<file path="src/rtl/prio_span_packer.sv">
// Converts one-hot left/right encoder outputs into bit indices, span and error flags,
// then queues the results in a show-ahead FIFO drained over a valid/ready handshake.
module prio_span_packer #(
    parameter int unsigned WIDTH = 16,
    parameter int unsigned DEPTH = 8,
    localparam int unsigned IDX_W = $clog2(WIDTH)
) (
    input  logic             clk_i,
    input  logic             arst_n_i,
    input  logic [WIDTH-1:0] data_left_i,
    input  logic [WIDTH-1:0] data_right_i,
    input  logic             data_val_i,
    output logic [IDX_W-1:0] left_idx_o,
    output logic [IDX_W-1:0] right_idx_o,
    output logic [IDX_W:0]   span_o,
    output logic             zero_o,
    output logic             err_o,
    output logic             valid_o,
    input  logic             ready_i,
    output logic             overflow_o,
    output logic [15:0]      drop_cnt_o
);

    localparam int unsigned SPAN_W = IDX_W + 1;
    localparam int unsigned PTR_W  = $clog2(DEPTH);
    localparam int unsigned CNT_W  = PTR_W + 1;

    typedef struct packed {
        logic [IDX_W-1:0]  left;
        logic [IDX_W-1:0]  right;
        logic [SPAN_W-1:0] span;
        logic              zero;
        logic              err;
    } entry_t;

    // Position of the lowest set bit; 0 for an all-zero vector.
    function automatic logic [IDX_W-1:0] low_idx(input logic [WIDTH-1:0] v);
        logic [IDX_W-1:0] r;
        r = '0;
        for (int i = int'(WIDTH) - 1; i >= 0; i--) begin
            if (v[i]) r = IDX_W'(i);
        end
        return r;
    endfunction

    entry_t            conv_c;
    logic              l_zero, r_zero, l_multi, r_multi;

    logic              s1_valid_q, s1_valid_d;
    entry_t            s1_q, s1_d;
    logic              s2_valid_q, s2_valid_d;
    entry_t            s2_q, s2_d;

    entry_t            mem_q [DEPTH];
    entry_t            mem_d [DEPTH];
    logic [PTR_W-1:0]  wr_ptr_q, wr_ptr_d;
    logic [PTR_W-1:0]  rd_ptr_q, rd_ptr_d;
    logic [CNT_W-1:0]  cnt_q, cnt_d;
    logic              overflow_q, overflow_d;
    logic [15:0]       drop_cnt_q, drop_cnt_d;

    logic              valid_c, full_c, push_c, pop_c, wr_en_c, drop_c;

    // Combinational conversion of the raw encoder vectors.
    always_comb begin
        l_zero       = (data_left_i == '0);
        r_zero       = (data_right_i == '0);
        l_multi      = ((data_left_i & (data_left_i - WIDTH'(1))) != '0);
        r_multi      = ((data_right_i & (data_right_i - WIDTH'(1))) != '0);
        conv_c.left  = low_idx(data_left_i);
        conv_c.right = low_idx(data_right_i);
        conv_c.zero  = l_zero & r_zero;
        conv_c.err   = l_multi | r_multi | (l_zero ^ r_zero) | (conv_c.left < conv_c.right);
        conv_c.span  = (conv_c.err | conv_c.zero) ? '0
                     : SPAN_W'(conv_c.left) - SPAN_W'(conv_c.right) + SPAN_W'(1);
    end

    // Two-stage pipeline feeding the FIFO write port.
    always_comb begin
        s1_valid_d = data_val_i;
        s1_d       = data_val_i ? conv_c : s1_q;
        s2_valid_d = s1_valid_q;
        s2_d       = s1_valid_q ? s1_q : s2_q;
    end

    // FIFO control: a push into a full FIFO only lands when a pop frees the slot.
    always_comb begin
        valid_c    = (cnt_q != '0);
        full_c     = (cnt_q == CNT_W'(DEPTH));
        pop_c      = valid_c & ready_i;
        push_c     = s2_valid_q;
        wr_en_c    = push_c & (~full_c | pop_c);
        drop_c     = push_c & full_c & ~pop_c;

        mem_d      = mem_q;
        if (wr_en_c) mem_d[wr_ptr_q] = s2_q;
        wr_ptr_d   = wr_ptr_q + PTR_W'(wr_en_c);
        rd_ptr_d   = rd_ptr_q + PTR_W'(pop_c);
        cnt_d      = cnt_q + CNT_W'(wr_en_c) - CNT_W'(pop_c);
        overflow_d = overflow_q | drop_c;
        drop_cnt_d = (drop_c && drop_cnt_q != 16'hFFFF) ? drop_cnt_q + 16'd1 : drop_cnt_q;
    end

    always_ff @(posedge clk_i or negedge arst_n_i) begin
        if (!arst_n_i) begin
            s1_valid_q <= 1'b0;
            s1_q       <= '0;
            s2_valid_q <= 1'b0;
            s2_q       <= '0;
            for (int unsigned i = 0; i < DEPTH; i++) mem_q[i] <= '0;
            wr_ptr_q   <= '0;
            rd_ptr_q   <= '0;
            cnt_q      <= '0;
            overflow_q <= 1'b0;
            drop_cnt_q <= '0;
        end else begin
            s1_valid_q <= s1_valid_d;
            s1_q       <= s1_d;
            s2_valid_q <= s2_valid_d;
            s2_q       <= s2_d;
            mem_q      <= mem_d;
            wr_ptr_q   <= wr_ptr_d;
            rd_ptr_q   <= rd_ptr_d;
            cnt_q      <= cnt_d;
            overflow_q <= overflow_d;
            drop_cnt_q <= drop_cnt_d;
        end
    end

    assign valid_o     = valid_c;
    assign left_idx_o  = mem_q[rd_ptr_q].left;
    assign right_idx_o = mem_q[rd_ptr_q].right;
    assign span_o      = mem_q[rd_ptr_q].span;
    assign zero_o      = mem_q[rd_ptr_q].zero;
    assign err_o       = mem_q[rd_ptr_q].err;
    assign overflow_o  = overflow_q;
    assign drop_cnt_o  = drop_cnt_q;

endmodule

</file>
<file path="config.mk">
export PLATFORM = sky130hd
export DESIGN_NAME = prio_span_packer
export DESIGN_NICKNAME = d
export VERILOG_FILES = /design/src/rtl/prio_span_packer.sv
export SDC_FILE = /design/constraint.sdc
export NUM_CORES = 1
export LEC_CHECK = 0
export BUFFER_PORTS_ARGS = -buffer_cell sky130_fd_sc_hd__buf_2
export CORE_MARGIN = 3
export CORE_UTILIZATION = 40
export CTS_BUF_LIST = sky130_fd_sc_hd__clkbuf_8
export CTS_CLUSTER_SIZE = 8
export DETAILED_ROUTE_END_ITERATION = 7
export GPL_TIMING_DRIVEN = 0
export HOLD_SLACK_MARGIN = 0.05
export PLACE_DENSITY = 0.57
export SYNTH_ARGS = -nofsm -noshare
export SYNTH_HDL_FRONTEND = slang
export SYNTH_SLANG_ARGS = --single-unit
</file>
<file path="constraint.sdc">
create_clock -name clk_i -period 4.1 [get_ports clk_i]
set_input_delay 0.615 -clock clk_i [delete_from_list [all_inputs] [get_ports clk_i]]
set_output_delay 0.615 -clock clk_i [all_outputs]
set_load 0.02 [all_outputs]
</file>
### Yosys cells after proc, flatten, opt, wreduce, memory -nomap -nowiden

Index checks and enable logic that the tools add are counted.

| storage, ports and cells | value |
|---|---|
| register bits after elaboration | 179 |
| bits in latches | 0 |
| RAM bits | 0 |
| bits in read-only memories | 0 |
| input bits | 36 |
| memories kept | 0 |

| cells by class | value |
|---|---|
| $add $sub $neg | 9 |
| multipliers | 0 |
| div/mod/pow operators | 0 |
| $lt $le $gt $ge | 4 |
| eq/ne operators | 2 |
| shift operators | 0 |
| muxes and demuxes | 39 |
| bitwise logic cells | 18 |
| reductions and logical operators | 7 |

Operator list:

| cell | count |
|---|---|
| $mux 4 | 32 |
| $bwmux 120 | 1 |
| $bmux 15 s3 | 1 |
| $demux 15 s3 | 1 |
| $mux 15 | 3 |
| $and 16x16->16 | 2 |
| $logic_not 16->1 | 2 |
| $reduce_bool 16->1 | 2 |
| $sub 16x1->16 const B | 2 |
| $add 16x1->16 const B | 1 |
| $ne 16x16->1 const B | 1 |
| $ge 4x4->1 const B | 2 |
| $not 3->4 | 2 |
| $add 3x1->3 | 2 |
| $or 1x1->1 | 6 |
| $add 5x1->5 const B | 1 |
| $and 1x1->1 | 5 |
| $mux 5 | 1 |
| $sub 4x4->5 | 1 |
| $add 4x1->4 | 1 |
| $eq 4x4->1 const B | 1 |
| $lt 4x1->1 const B | 1 |
| $lt 4x4->1 | 1 |
| $reduce_bool 4->1 | 1 |
| other kinds (4) | 6 |

### Depth between registers and ports, before layout

| logic depth | value |
|---|---|
| depth after elaboration | 20 |
| depth in mapped cells | 14 |
| mapped depth without buffers | 14 |

### Worst setup path before layout

OpenSTA, ideal clock, no wires.

| path | value |
|---|---|
| kind | input to register |
| from | input data_right_i[15] |
| to | register s1_q[2] in the netlist's numbering |
| setup time | 0.066 ns |
| arrival time | 2.868 ns |
| path slack | 1.166 ns |
| cell stages on the path | 13 |
| path buffers | 0 |
| path through | nor2_1 -> o31ai_1 -> a311oi_1 -> o31a_1 -> nor3_1 -> inv_1 -> ha_1 -> nor2b_1 -> o211ai_1 -> a2111oi_4 -> nand3_2 -> nor3_4 -> a22o_1 |

RTL lines:

| what | line | text |
|---|---|---|
| from (decl) | 11 | `input logic [WIDTH-1:0] data_right_i,` |
| to (signal assigned) | 107 | `s1_q <= '0;` |
| to (signal assigned) | 118 | `s1_q <= s1_d;` |
| to (decl) | 50 | `entry_t s1_q, s1_d;` |

### Worst setup path after layout

| path | value |
|---|---|
| from | register rd_ptr_q[1] |
| to | output right_idx_o[3] |

| between the ends | value |
|---|---|
| longest elaborated chain between the ends | 4 |

Ends and longest elaborated chain:

| what | line | text |
|---|---|---|
| from (decl) | 57 | `logic [PTR_W-1:0] rd_ptr_q, rd_ptr_d;` |
| from (signal assigned) | 123 | `rd_ptr_q <= rd_ptr_d;` |
| $not 3->4 (not written as such) | 132 | `assign right_idx_o = mem_q[rd_ptr_q].right;` |
| $bmux 15 s3 | 132 |  |
| $mux 15 (2 in a row) | -- |  |
| to (decl) | 14 | `output logic [IDX_W-1:0] right_idx_o,` |

No other way between the ends. The select of a mux whose other input is x is not followed.

==> results by group <==
Final layout
  – Layout Cells excl Fill: 998
  – Design area: 0.00986 mm²
  – Layout Nets: 772
  – Share of cells above drive strength 1: 0.432
  – Commonest non-fill, non-tap cell in the layout: dfrtp_1
  – Area Growth Syn to Fin: 13.1%
  – Most frequent cells in the layout: dfrtp_1, mux2_2, buf_2, mux4_2
  – N_diodes: 0

Drt
  – Detail-routed net length per standard cell: 19.4 µm
  – Iteration-0 DRC Markers: 257
  – DR vias/cell: 5.48
  – Final WL: 19400 µm
  – Via count: 5465
  – Routed Antenna Nets: 0
  – Drt drc: 0
  – DRT Pass-1 Iters: 5

Logic synthesis
  – Post-Syn Area: 0.00872 mm²
  – Count of cell types in the netlist: 61
  – Post-synth net total: 684
  – Flops & latches, synth: 179
  – Mapped Avg Cell Area: 14.0 µm²
  – Post-synth ARST share: 1.00
  – EDFF count, synth: 0
  – Most used DFF post-synth: dfrtp_1
  – Synth warn: 0
  – Register area share after synthesis: 0.514
  – Syn Inst Count: 624

STA
  – Clock skew: 0.0169 ns
  – Hold Vio Cnt, Final: 0
  – Slew Viols, Final: 0
  – Worst rel slew slack: 0.356
  – RSZ-0062 raised after global routing: no
  – Max Clk Rate: 0.323 GHz
  – Fin worst setup slack: 1.00 ns
  – Tightest Pin Transition: 0.964 ns
  – Final period utilization: 0.755
  – TNS Setup: 0 ns
  – # setup viols final: 0
  – Post-layout min period: 3.10 ns

Critical path
  – R2R cell count: 8
  – CP Capture Type: primary output
  – CP max FO: 10
  – CP max stage cell: clkbuf_1
  – Cells along the critical path: clkbuf_1 -> mux4_2 -> mux2_2 -> buf_2
  – Reg2reg start: cnt_q[2]$_DFF_PN0_
  – Critical path class: reg -> out
  – CP delay by family, top: buffers and inverters
  – Worst setup path startpoint: rd_ptr_q[1]$_DFF_PN0_
  – Max stage delay on crit path: 0.73 ns
  – Crit path required time: 3.48 ns
  – Crit path depth: 4
  – Crit path launch type: register
  – Crit path DAT: 2.48 ns
  – Critical path buffers and inverters: 2

Clocking
  – CTS Buf Count: 17
  – Hold-fix buffers, CTS: 0
  – CTS tree: yes
  – Skew-Pair Late Insertion Delay: 0.46 ns
  – H-tree Lvls: 4
  – Reg clk slew, reported paths: 0.10 ns
  – Post-CTS Setup Inserts: 0
  – Bufs on Longest Clock Path: 2
  – Clk root buf: clkbuf_8
  – PostCTS Resize Cnt: 0
  – # clock sinks: 179

Power and ir drop
  – Leakage: 4.60 nW
  – Pwr/cell area: 529 mW/mm²
  – P_int: 3.53 mW
  – Combinational share of power: 0.318
  – Clock share of power: 0.249
  – Switching power: 1.68 mW
  – Flop pwr share: 0.433
  – Net Sw Frac: 0.323
  – Peak supply drop: 0.262 mV
  – Total power: 5.21 mW

Global routing
  – Largest net degree at the start of global routing: 115
  – Total Routing Usage GR: 0.170
  – Global-route wire length before repair: 31600 µm
  – Overflow after GRT: 0
  – Vias in the first global route: 5728
  – Initial antenna violation count: 1

Placed design
  – Port Buffers: 68
  – Placed cells: 968
  – Detailed placement HPWL: 13800 µm
  – Dpl cell area: 0.00944 mm²
  – RePlAce Congestion: 0.873
  – DP Worst Slack: 0.564 ns

Floorplan
  – Chip width: 154 µm
  – Initial Util: 0.411
  – FP Rows: 53
  – Io pins: 69
  – Die area: 0.0236 mm²
  – Placeable Area: 0.0212 mm²
  – Die Ht: 154 µm

Run status
  – Status: complete, no violations

Run
  – Max Cap Viol: 0

Hold path
  – HP Class: in -> async
==> power groups by stage <==
| stage | Clock [mW] | Combinational, mW | Sequential (mW) |
|---|---|---|---|
| final | 1.30 | 1.66 | 2.26 |
| after global routing | 1.39 | 1.82 | 2.30 |
| after CTS | 1.33 | 1.70 | 2.26 |
| after detailed placement | 0 | 1.69 | 2.30 |
| after global placement | 0 | 1.63 | 2.27 |
| after floorplan | 0 | 1.19 | 2.25 |
==> Yosys cell counts (3+ instances only) <==
cell / n / share of area
nand3_1: 9 / 0.0052
nor2b_1: 4 / 0.0029
clkbuf_1: 11 / 0.0047
nor4_2: 3 / 0.0043
buf_2: 9 / 0.0052
xnor2_1: 13 / 0.013
a22o_1: 6 / 0.0060
dfrtp_1: 179 / 0.51
o31ai_1: 4 / 0.0034
nand2b_1: 4 / 0.0029
and3_1: 5 / 0.0036
o21ai_0: 11 / 0.0063
nor3_1: 6 / 0.0034
a21oi_1: 10 / 0.0057
nor2_1: 22 / 0.0095
xor2_1: 8 / 0.0080
ha_1: 21 / 0.030
nand2_1: 23 / 0.0099
mux2_2: 156 / 0.20
a31oi_1: 4 / 0.0029
mux4_2: 30 / 0.077
o21bai_1: 4 / 0.0034
fa_1: 3 / 0.0069
nand4_1: 9 / 0.0065
inv_1: 22 / 0.0095
and2_1: 3 / 0.0022
o32ai_1: 3 / 0.0030
nor4_1: 3 / 0.0022
==> layer usage <==
metal,global-route usage,part of all wire,wire length (µm)
met4,0.0475,0.017,323
met1,0.223,0.45,8750
met3,0.0326,0.032,629
met2,0.290,0.50,9680
met5,0,0.00036,7
==> sequential cells by signal, summed over array words and instances, names as in the netlist <==
name and cells:
overflow_o 1, wr_ptr_q 3, mem_q 120, s2_q 15, drop_cnt_o 16, push_c 1, s1_q 15, cnt_q 4
s1_valid_q 1, rd_ptr_q 3
==> metrics by stage <==
stage	util	hold WS, ns
finish	0.465	0.0898
global route	0.465	0.101
CTS	0.465	0.0858
detailed placement	0.445	0.449
global placement	0.443	0.438
floorplan	-	0.319
==> final timing paths <==
check	endpoint	slack (ns)
min reg2reg	push_c$_DFF_PN0_	0.45
max reg2reg	mem_q[50]$_DFFE_PN0P_	1.27
min in group clk_i	s1_valid_q$_DFF_PN0_	0.33
min	push_c$_DFF_PN0_	0.09
max in group asynchronous	mem_q[116]$_DFFE_PN0P_	3.06
max	right_idx_o[3]	1.00
==> layout make-up <==
class                           count  area, µm²
Clock buffer                       17        234
Clock inverter                     13        186
Multi-Input combinational cell    399       4050
Timing Repair Buffer               69        378
Tap cell                          275        344
Fill cell                        1922      11400
Buffer                             23        105
Sequential cell                   179       4480
Inverter                           23       86.3
==> cells by family after synthesis <==
| group | after synthesis | share of synthesized area |
|---|---|---|
| muxes | 187 | 0.280 |
| AOI/OAI and AO/OA | 59 | 0.0508 |
| buffers and inverters | 46 | 0.0220 |
| xor gates and xnor gates | 21 | 0.0211 |
| DFF | 179 | 0.514 |
| and+or+nand+nor | 108 | 0.0752 |
| adders and majority gates | 24 | 0.0370 |
No activity file was read; power rests on OpenSTA's default activity.
